<file path="config.mk">
export PLATFORM = sky130hd
export DESIGN_NAME = alu_rr_scheduler_flat
export DESIGN_NICKNAME = d
export VERILOG_FILES = /design/src/rtl/alu_rr_scheduler_pkg.sv /design/src/rtl/alu_rr_scheduler_if.sv /design/src/rtl/alu_rr_scheduler_arbiter.sv /design/src/rtl/alu_rr_scheduler.sv /design/src/flat_wrapper.sv
export SDC_FILE = /design/constraint.sdc
export NUM_CORES = 1
export LEC_CHECK = 0
export BUFFER_PORTS_ARGS = -buffer_cell sky130_fd_sc_hd__buf_2
export CAP_MARGIN = 20
export CORE_ASPECT_RATIO = 0.6
export CORE_UTILIZATION = 48
export CTS_BUF_LIST = sky130_fd_sc_hd__clkbuf_4 sky130_fd_sc_hd__clkbuf_8
export CTS_CLUSTER_SIZE = 16
export DETAILED_ROUTE_END_ITERATION = 10
export GPL_TIMING_DRIVEN = 0
export PLACE_DENSITY_LB_ADDON = 0.1
export SLEW_MARGIN = 20
export SYNTH_ARGS = -nofsm -noshare
export SYNTH_HDL_FRONTEND = slang
export SYNTH_SLANG_ARGS = --single-unit
export TNS_END_PERCENT = 100
</file>
<file path="constraint.sdc">
create_clock -name clk -period 3.4 [get_ports clk]
set_clock_uncertainty 0.2 [all_clocks]
set_input_delay 0.51 -clock clk [delete_from_list [all_inputs] [get_ports clk]]
set_output_delay 0.51 -clock clk [all_outputs]
set_load 0.05 [all_outputs]
</file>
<file path="src/rtl/alu_rr_scheduler_pkg.sv">
// ---------------------------------------------------------------------------
// alu_sched_pkg
// Shared definitions for the ALU round-robin scheduler:
//   - ALU opcode encodings (ADD .. EQ, plus the NOP code driven while idle)
//   - FSM state encoding for the scheduler
//   - op_is_illegal(): flags opcodes outside the ALU's defined set
// No ports (package).
// ---------------------------------------------------------------------------
package alu_sched_pkg;

   localparam logic [3:0] OP_ADD = 4'b0000;
   localparam logic [3:0] OP_SUB = 4'b0001;
   localparam logic [3:0] OP_AND = 4'b0010;
   localparam logic [3:0] OP_OR  = 4'b0011;
   localparam logic [3:0] OP_XOR = 4'b0100;
   localparam logic [3:0] OP_NOT = 4'b0101;
   localparam logic [3:0] OP_SHL = 4'b0110;
   localparam logic [3:0] OP_SHR = 4'b0111;
   localparam logic [3:0] OP_ROL = 4'b1000;
   localparam logic [3:0] OP_ROR = 4'b1001;
   localparam logic [3:0] OP_INC = 4'b1010;
   localparam logic [3:0] OP_DEC = 4'b1011;
   localparam logic [3:0] OP_EQ  = 4'b1100;
   localparam logic [3:0] OP_NOP = 4'b1101;

   typedef enum logic [1:0] {
      ST_IDLE = 2'b00,
      ST_EXEC = 2'b01,
      ST_RESP = 2'b10
   } state_t;

   // Codes 1101..1111 have no ALU function behind them.
   function automatic logic op_is_illegal(input logic [3:0] ctrl);
      return (ctrl >= OP_NOP);
   endfunction

endpackage

</file>
<file path="src/rtl/alu_rr_scheduler_if.sv">
// ---------------------------------------------------------------------------
// alu_rr_scheduler_if
// Request/response bundle between the issuing units and the scheduler.
//   req_valid/req_ready  per-requester handshake (req_ready one-hot)
//   req_ctrl/x/y         packed per-requester opcode and operands
//   rsp_valid/rsp_ready  response handshake
//   rsp_id/out/carry     response tag and captured ALU result
//   rsp_err              only when ALU_OPCHK_EN is defined
// Modports: master = issuing side, slave = scheduler.
// Optional feature macro: ALU_OPCHK_EN
// ---------------------------------------------------------------------------
interface alu_rr_scheduler_if #(
   parameter int NREQ = 4,
   parameter int W    = 8,
   parameter int IDW  = 2
);
   logic [NREQ-1:0]   req_valid;
   logic [NREQ-1:0]   req_ready;
   logic [4*NREQ-1:0] req_ctrl;
   logic [W*NREQ-1:0] req_x;
   logic [W*NREQ-1:0] req_y;
   logic              rsp_valid;
   logic              rsp_ready;
   logic [IDW-1:0]    rsp_id;
   logic [W-1:0]      rsp_out;
   logic              rsp_carry;
`ifdef ALU_OPCHK_EN
   logic              rsp_err;

   modport master (
      output req_valid, req_ctrl, req_x, req_y, rsp_ready,
      input  req_ready, rsp_valid, rsp_id, rsp_out, rsp_carry, rsp_err
   );
   modport slave (
      input  req_valid, req_ctrl, req_x, req_y, rsp_ready,
      output req_ready, rsp_valid, rsp_id, rsp_out, rsp_carry, rsp_err
   );
`else
   modport master (
      output req_valid, req_ctrl, req_x, req_y, rsp_ready,
      input  req_ready, rsp_valid, rsp_id, rsp_out, rsp_carry
   );
   modport slave (
      input  req_valid, req_ctrl, req_x, req_y, rsp_ready,
      output req_ready, rsp_valid, rsp_id, rsp_out, rsp_carry
   );
`endif
endinterface

</file>
<file path="src/rtl/alu_rr_scheduler_arbiter.sv">
// ---------------------------------------------------------------------------
// rr_arbiter
// Combinational round-robin pick: first asserted request at or after ptr,
// wrapping modulo NREQ. The pointer register lives in the parent.
//   req    in   NREQ  request vector
//   ptr    in   IDW   highest-priority index
//   grant  out  NREQ  one-hot grant (all zero when no request)
//   gid    out  IDW   binary index of the grant (0 when none)
// ---------------------------------------------------------------------------
module rr_arbiter #(
   parameter int NREQ = 4,
   parameter int IDW  = 2
) (
   input  logic [NREQ-1:0] req,
   input  logic [IDW-1:0]  ptr,
   output logic [NREQ-1:0] grant,
   output logic [IDW-1:0]  gid
);

   // Scan NREQ positions starting at ptr; the first hit wins.
   always_comb begin
      int           pos_s;
      logic [IDW-1:0] idx_s;
      logic         found_s;
      grant   = '0;
      gid     = '0;
      found_s = 1'b0;
      pos_s   = 0;
      idx_s   = '0;
      for (int k = 0; k < NREQ; k++) begin
         pos_s = int'(ptr) + k;
         if (pos_s >= NREQ) begin
            pos_s = pos_s - NREQ;
         end else begin
            pos_s = pos_s;
         end
         idx_s = pos_s[IDW-1:0];
         if (!found_s && req[idx_s]) begin
            found_s      = 1'b1;
            grant[idx_s] = 1'b1;
            gid          = idx_s;
         end else begin
            found_s = found_s;
         end
      end
   end

endmodule

</file>
<file path="src/rtl/alu_rr_scheduler.sv">
// ---------------------------------------------------------------------------
// alu_rr_scheduler
// Shares one combinational ALU among NREQ requesters with round-robin
// arbitration. One operation in flight: IDLE -> EXEC -> RESP -> IDLE.
// Operands are registered and presented to the ALU for the whole EXEC
// cycle; the result is captured and returned on a valid/ready channel
// tagged with the requester index.
// Ports:
//   clk        rising-edge clock
//   rst_n      synchronous active-low reset
//   bus        alu_rr_scheduler_if.slave (request + response channels)
//   busy       high whenever the FSM is not idle
//   alu_ctrl   opcode to the ALU (NOP outside EXEC)
//   alu_x/y    operands to the ALU (hold last values outside EXEC)
//   alu_carry  carry from the ALU, passed through untouched
//   alu_out    result from the ALU
// Optional feature macro: ALU_OPCHK_EN -- illegal opcodes (1101..1111)
// bypass EXEC and answer one cycle after grant with rsp_err = 1.
// ---------------------------------------------------------------------------
module alu_rr_scheduler
   import alu_sched_pkg::*;
#(
   parameter int NREQ = 4,
   parameter int W    = 8,
   parameter int IDW  = 2
) (
   input  logic                 clk,
   input  logic                 rst_n,
   alu_rr_scheduler_if.slave    bus,
   output logic                 busy,
   output logic [3:0]           alu_ctrl,
   output logic [W-1:0]         alu_x,
   output logic [W-1:0]         alu_y,
   input  logic                 alu_carry,
   input  logic [W-1:0]         alu_out
);

   state_t          state_r;
   state_t          state_s;
   logic [IDW-1:0]  ptr_r;
   logic [IDW-1:0]  op_id_r;
   logic [3:0]      alu_ctrl_r;
   logic [W-1:0]    alu_x_r;
   logic [W-1:0]    alu_y_r;
   logic            rsp_valid_r;
   logic [IDW-1:0]  rsp_id_r;
   logic [W-1:0]    rsp_out_r;
   logic            rsp_carry_r;
`ifdef ALU_OPCHK_EN
   logic            rsp_err_r;
`endif

   logic [NREQ-1:0] grant_s;
   logic [IDW-1:0]  gid_s;
   logic [NREQ-1:0] ready_s;
   logic            take_s;
   logic            illegal_s;
   logic [3:0]      gnt_ctrl_s;
   logic [W-1:0]    gnt_x_s;
   logic [W-1:0]    gnt_y_s;

   // Next round-robin start position after serving requester id.
   function automatic logic [IDW-1:0] ptr_after(input logic [IDW-1:0] id);
      if (int'(id) == NREQ - 1) begin
         return '0;
      end else begin
         return id + IDW'(1);
      end
   endfunction

   rr_arbiter #(
      .NREQ (NREQ),
      .IDW  (IDW)
   ) u_arb (
      .req   (bus.req_valid),
      .ptr   (ptr_r),
      .grant (grant_s),
      .gid   (gid_s)
   );

   // Operand mux for the granted requester plus transfer qualification.
   always_comb begin
      gnt_ctrl_s = bus.req_ctrl[4*int'(gid_s) +: 4];
      gnt_x_s    = bus.req_x[W*int'(gid_s) +: W];
      gnt_y_s    = bus.req_y[W*int'(gid_s) +: W];
      take_s     = (state_r == ST_IDLE) && (|grant_s) && rst_n;
`ifdef ALU_OPCHK_EN
      illegal_s  = op_is_illegal(gnt_ctrl_s);
`else
      illegal_s  = 1'b0;
`endif
   end

   // Grants are only offered while idle and out of reset.
   always_comb begin
      ready_s = '0;
      if ((state_r == ST_IDLE) && rst_n) begin
         ready_s = grant_s;
      end else begin
         ready_s = '0;
      end
   end

   // Next-state logic.
   always_comb begin
      state_s = state_r;
      case (state_r)
         ST_IDLE: begin
            if (take_s) begin
               state_s = illegal_s ? ST_RESP : ST_EXEC;
            end else begin
               state_s = ST_IDLE;
            end
         end
         ST_EXEC: begin
            state_s = ST_RESP;
         end
         ST_RESP: begin
            if (bus.rsp_ready) begin
               state_s = ST_IDLE;
            end else begin
               state_s = ST_RESP;
            end
         end
         default: begin
            state_s = ST_IDLE;
         end
      endcase
   end

   // FSM state register.
   always_ff @(posedge clk) begin
      if (!rst_n) begin
         state_r <= ST_IDLE;
      end else begin
         state_r <= state_s;
      end
   end

   // Operand, pointer and response registers.
   always_ff @(posedge clk) begin
      if (!rst_n) begin
         ptr_r       <= '0;
         op_id_r     <= '0;
         alu_ctrl_r  <= OP_NOP;
         alu_x_r     <= '0;
         alu_y_r     <= '0;
         rsp_valid_r <= 1'b0;
         rsp_id_r    <= '0;
         rsp_out_r   <= '0;
         rsp_carry_r <= 1'b0;
`ifdef ALU_OPCHK_EN
         rsp_err_r   <= 1'b0;
`endif
      end else begin
         case (state_r)
            ST_IDLE: begin
               if (take_s) begin
                  op_id_r <= gid_s;
                  if (illegal_s) begin
                     // Answer directly; the ALU ports are left untouched.
                     rsp_valid_r <= 1'b1;
                     rsp_id_r    <= gid_s;
                     rsp_out_r   <= '0;
                     rsp_carry_r <= 1'b0;
                     ptr_r       <= ptr_after(gid_s);
`ifdef ALU_OPCHK_EN
                     rsp_err_r   <= 1'b1;
`endif
                  end else begin
                     alu_ctrl_r <= gnt_ctrl_s;
                     alu_x_r    <= gnt_x_s;
                     alu_y_r    <= gnt_y_s;
                  end
               end
            end
            ST_EXEC: begin
               rsp_valid_r <= 1'b1;
               rsp_id_r    <= op_id_r;
               rsp_out_r   <= alu_out;
               rsp_carry_r <= alu_carry;
               alu_ctrl_r  <= OP_NOP;
               ptr_r       <= ptr_after(op_id_r);
`ifdef ALU_OPCHK_EN
               rsp_err_r   <= 1'b0;
`endif
            end
            ST_RESP: begin
               if (bus.rsp_ready) begin
                  rsp_valid_r <= 1'b0;
               end
            end
            default: begin
               rsp_valid_r <= 1'b0;
            end
         endcase
      end
   end

   assign bus.req_ready = ready_s;
   assign bus.rsp_valid = rsp_valid_r;
   assign bus.rsp_id    = rsp_id_r;
   assign bus.rsp_out   = rsp_out_r;
   assign bus.rsp_carry = rsp_carry_r;
`ifdef ALU_OPCHK_EN
   assign bus.rsp_err   = rsp_err_r;
`endif
   assign busy          = (state_r != ST_IDLE);
   assign alu_ctrl      = alu_ctrl_r;
   assign alu_x         = alu_x_r;
   assign alu_y         = alu_y_r;

endmodule
</file>
<file path="src/flat_wrapper.sv">
// flat-port wrapper written by rule: the top's interface ports become plain ports
module alu_rr_scheduler_flat import alu_sched_pkg::*;
#(
   parameter int NREQ = 4,
   parameter int W    = 8,
   parameter int IDW  = 2
)
  (clk, rst_n, busy, alu_ctrl, alu_x, alu_y, alu_carry, alu_out, bus_req_valid, bus_req_ctrl, bus_req_x, bus_req_y, bus_rsp_ready, bus_req_ready, bus_rsp_valid, bus_rsp_id, bus_rsp_out, bus_rsp_carry);
  alu_rr_scheduler_if #(.NREQ(NREQ), .W(W), .IDW(IDW)) bus_i ();
  input  logic clk;
  input  logic rst_n;
  output logic busy;
  output logic [3:0] alu_ctrl;
  output logic [W-1:0] alu_x;
  output logic [W-1:0] alu_y;
  input  logic alu_carry;
  input  logic [W-1:0] alu_out;
  input wire logic [$bits(bus_i.req_valid)-1:0] bus_req_valid;
  input wire logic [$bits(bus_i.req_ctrl)-1:0] bus_req_ctrl;
  input wire logic [$bits(bus_i.req_x)-1:0] bus_req_x;
  input wire logic [$bits(bus_i.req_y)-1:0] bus_req_y;
  input wire logic [$bits(bus_i.rsp_ready)-1:0] bus_rsp_ready;
  output wire logic [$bits(bus_i.req_ready)-1:0] bus_req_ready;
  output wire logic [$bits(bus_i.rsp_valid)-1:0] bus_rsp_valid;
  output wire logic [$bits(bus_i.rsp_id)-1:0] bus_rsp_id;
  output wire logic [$bits(bus_i.rsp_out)-1:0] bus_rsp_out;
  output wire logic [$bits(bus_i.rsp_carry)-1:0] bus_rsp_carry;
  assign bus_i.req_valid = bus_req_valid;
  assign bus_i.req_ctrl = bus_req_ctrl;
  assign bus_i.req_x = bus_req_x;
  assign bus_i.req_y = bus_req_y;
  assign bus_i.rsp_ready = bus_rsp_ready;
  assign bus_req_ready = bus_i.req_ready;
  assign bus_rsp_valid = bus_i.rsp_valid;
  assign bus_rsp_id = bus_i.rsp_id;
  assign bus_rsp_out = bus_i.rsp_out;
  assign bus_rsp_carry = bus_i.rsp_carry;
  alu_rr_scheduler #(.NREQ(NREQ), .W(W), .IDW(IDW)) u_core (.clk(clk), .rst_n(rst_n), .bus(bus_i), .busy(busy), .alu_ctrl(alu_ctrl), .alu_x(alu_x), .alu_y(alu_y), .alu_carry(alu_carry), .alu_out(alu_out));
endmodule
</file>
==> impl_metrics.json <==
{
  "status": "complete, but fails checks",
  "violations": "design-rule violations",
  "hpwlAfterDp_mm": 6.00,
  "core_region_area_mm2": 0.00520,
  "cap_violations": 0,
  "root_buffer": "clkbuf_8",
  "nNetsFinal": 552,
  "grtUsageMet2": 0.406,
  "r2r_cells": 13,
  "grt_max_degree": 13,
  "seq_area_um2": 766,
  "swShare": 0.526,
  "synth_area_mm2": 0.00266,
  "clk-insertion-delay-late_ns": 0.29,
  "setup_viol": 0,
  "clk_pin_slew_worst_paths_ns": 0.07,
  "cp.arrival_ns": 2.57,
  "grt_pass1_vias": 2457,
  "rsz0062_at_grt": "false",
  "postSynthCellCount": 313,
  "synthTopCellsByArea": "dfxtp_1 29%, mux2i_1 13%, nand2_1 9.9%",
  "vias_per_cell": 5.47,
  "die-width_um": 98.1,
  "drive_above_1_share": 0.418,
  "period_needed_ns": 3.28,
  "ir_worst_vdd_v": 0.000445,
  "synthToLayoutAreaGrowth_pct": 33.7,
  "synth_edf_count": 0,
  "p_sw_mw": 1.72,
  "cts_tree": "done",
  "grtUsageTotal": 0.257,
  "yosys_register_bits": 38,
  "internal-power_mw": 1.55,
  "grt_use_met1": 0.363,
  "timing.final.ws_setup_ns": 0.124,
  "power_density_mw_per_mm2": 916,
  "antenna_found_initial": 0,
  "worst_setup_path_end_kind": "output pin",
  "final_hold_viol_count": 0,
  "crit_fanout": 10,
  "slew_headroom": 0.582,
  "grtUsageMet3": 0.0550,
  "start_kind": "flip-flop",
  "async_flop_share": 0,
  "max_freq_mhz": 305,
  "fin_crit_sh": 0.963,
  "slew_viol_final": 0,
  "drc": 8,
  "dp_cells": 507,
  "postRouteAntennaNets": 0,
  "io_buffer_count": 128,
  "start_util": 0.511,
  "clkPwrFrac": 0.102,
  "tightest_slew_ns": 0.627,
  "synth_cell_types": 42,
  "grt_busiest_layer": "met2",
  "fp.dieH_um": 59.7,
  "nFillCells": 450,
  "fp.dieArea_mm2": 0.00586,
  "diodes": 0,
  "crit_type": "flip-flop to output pin",
  "final_cells": 516,
  "multi_input_area_mm2": 0.00177,
  "cts_htree_levels": 2,
  "place.gp.congestion": 0.873,
  "grt_pass1_wl_mm": 11.8,
  "syn_nets": 416,
  "dr.pass1.iters": 8,
  "synth_ff_type": "dfxtp_1",
  "rows": 20,
  "sequentialPowerShare": 0.209,
  "synth_area_leader_cell": "dfxtp_1",
  "hold_path_class": "flip-flop to flip-flop",
  "final_cell_area_mm2": 0.00356,
  "post_drt_wl_per_cell_um": 14.8,
  "dpl_cell_area_mm2": 0.00339,
  "vias": 2823,
  "hold_depth": 2,
  "synth_top_cell_area_share": 0.286,
  "leakagePower_nw": 1.72,
  "pre_cts_ws_ns": -0.105,
  "cts_max_path_buffers": 2,
  "ys_seq_area_frac": 0.286,
  "required_ns": 2.69,
  "wirelength_mm": 7.66,
  "drt_iter0_drc": 211,
  "avgSynthCellArea_um2": 8.50,
  "cts_inserted_buffers": 5,
  "cts_sinks": 38,
  "grt_overflow": 0,
  "yosysWarnings": 0,
  "combinationalPowerShare": 0.689,
  "io_pins": 133
}
-- power groups by stage --
stage | Sequential (mW) | Clock (mW) | Combinational, mW
floorplan | 1.06 | 0 | 1.29
global placement | 0.683 | 0 | 2.11
detailed placement | 0.687 | 0 | 2.17
CTS | 0.680 | 0.334 | 2.20
global route | 0.699 | 0.356 | 2.40
finish | 0.682 | 0.331 | 2.25
-- final timing paths --
kind | from | to | slack, ns
worst max-delay path | u_core.ptr_r[0] | bus_req_ready[0] | 0.12
worst min-delay path | u_core.alu_y[6] | u_core.alu_y[6] | 0.25
worst max register to register | u_core.ptr_r[0] | u_core.alu_y[1] | 0.26
worst min register to register | u_core.alu_y[6] | u_core.alu_y[6] | 0.25
-- per-layer routing --
layer  vias to the layer above  share of wire
met5                         -              0
met2                       122           0.43
li1                       1396              -
met3                         7          0.090
met4                         0         0.0072
met1                      1298           0.47
-- Yosys cell counts (3+ instances only) --
| library cell | count |
|---|---|
| nand2_1 | 70 |
| dfxtp_1 | 38 |
| mux2i_1 | 34 |
| mux2_2 | 18 |
| o21ai_1 | 16 |
| clkbuf_1 | 13 |
| a21boi_0 | 12 |
| o2111ai_1 | 12 |
| buf_2 | 10 |
| nor2_1 | 10 |
| ha_1 | 7 |
| a21oi_1 | 6 |
| inv_1 | 6 |
| o21ai_0 | 6 |
| nand2b_1 | 5 |
| buf_6 | 4 |
| nor2b_1 | 4 |
| o2111ai_2 | 4 |
| a221o_1 | 3 |
| mux4_2 | 3 |
| nand3_1 | 3 |
| o22ai_1 | 3 |
-- flip-flops by register name (all words and copies together), names as in the netlist --
register              cells
u_core.bus.rsp_valid      1
u_core.alu_y              8
u_core.state_r            2
u_core.bus.rsp_id         2
u_core.alu_ctrl           4
u_core.alu_x              8
u_core.op_id_r            2
u_core.ptr_r              2
u_core.bus.rsp_out        8
u_core.bus.rsp_carry      1
-- cells in the final DEF, fill, tap and decap left out, drive strengths merged, types with 4 or more instances in the layout --
cell,netlist,final
nor2b,4,4
clkbuf,13,18
dfxtp,38,38
nor2,10,10
nand2b,5,5
ha,7,7
a21boi,12,12
a21oi,7,7
inv,6,5
buf,14,144
o21ai,22,22
o2111ai,16,16
nand2,70,70
mux2,18,18
mux2i,34,34
-- critical path, stage by stage (launching register included) --
cell	delay [ns]
dfxtp_4	0.37
buf_6	0.13
clkinvlp_4	0.12
ha_4	0.29
buf_6	0.13
mux2_2	0.35
a31o_1	0.22
a221o_1	0.28
a22oi_1	0.15
nor2_1	0.08
buf_6	0.16
-- layout make-up --
class	count	share of cell area
multi-input cells	242	0.497
flip-flops and latches	38	0.215
repair buffers	129	0.186
plain buffers	27	0.0447
clock buffers	6	0.0232
well taps	66	0.0232
inverters	6	0.00738
clock inverters	2	0.00352
-- through the flow --
stage / power [mW] / setup TNS [ns] / hold slack, ns / util
after global routing: 3.46 / 0 / 0.265 / 0.684
after global placement: 2.80 / -0.113 / 0.233 / 0.651
after CTS: 3.21 / 0 / 0.250 / 0.677
after floorplan: 2.35 / 0 / 0.258 / -
after detailed placement: 2.85 / -1.12 / 0.240 / 0.651
final: 3.26 / 0 / 0.249 / 0.684
-- what timing repair did --
item | in CTS | in global routing
gates cloned | 0 | 0
buffers inserted | 1 | 0
hold buffers | 0 | 0
setup endpoints to repair | 20 | 20
resized for setup | 10 | 9
-- cell families (layout without fill, tap and decap cells) --
kind of cell / count (synthesis) / after routing / share of synthesized area
AO/OA/AOI/OAI: 78 / 78 / 0.224
adder cells (fa/ha/maj): 7 / 7 / 0.0329
buffers and inverters: 33 / 170 / 0.0625
flip-flops: 38 / 38 / 0.286
multiplexers: 55 / 55 / 0.229
AND/OR/NAND/NOR: 102 / 102 / 0.165
Note: power is estimated with default switching activity, not from simulation.
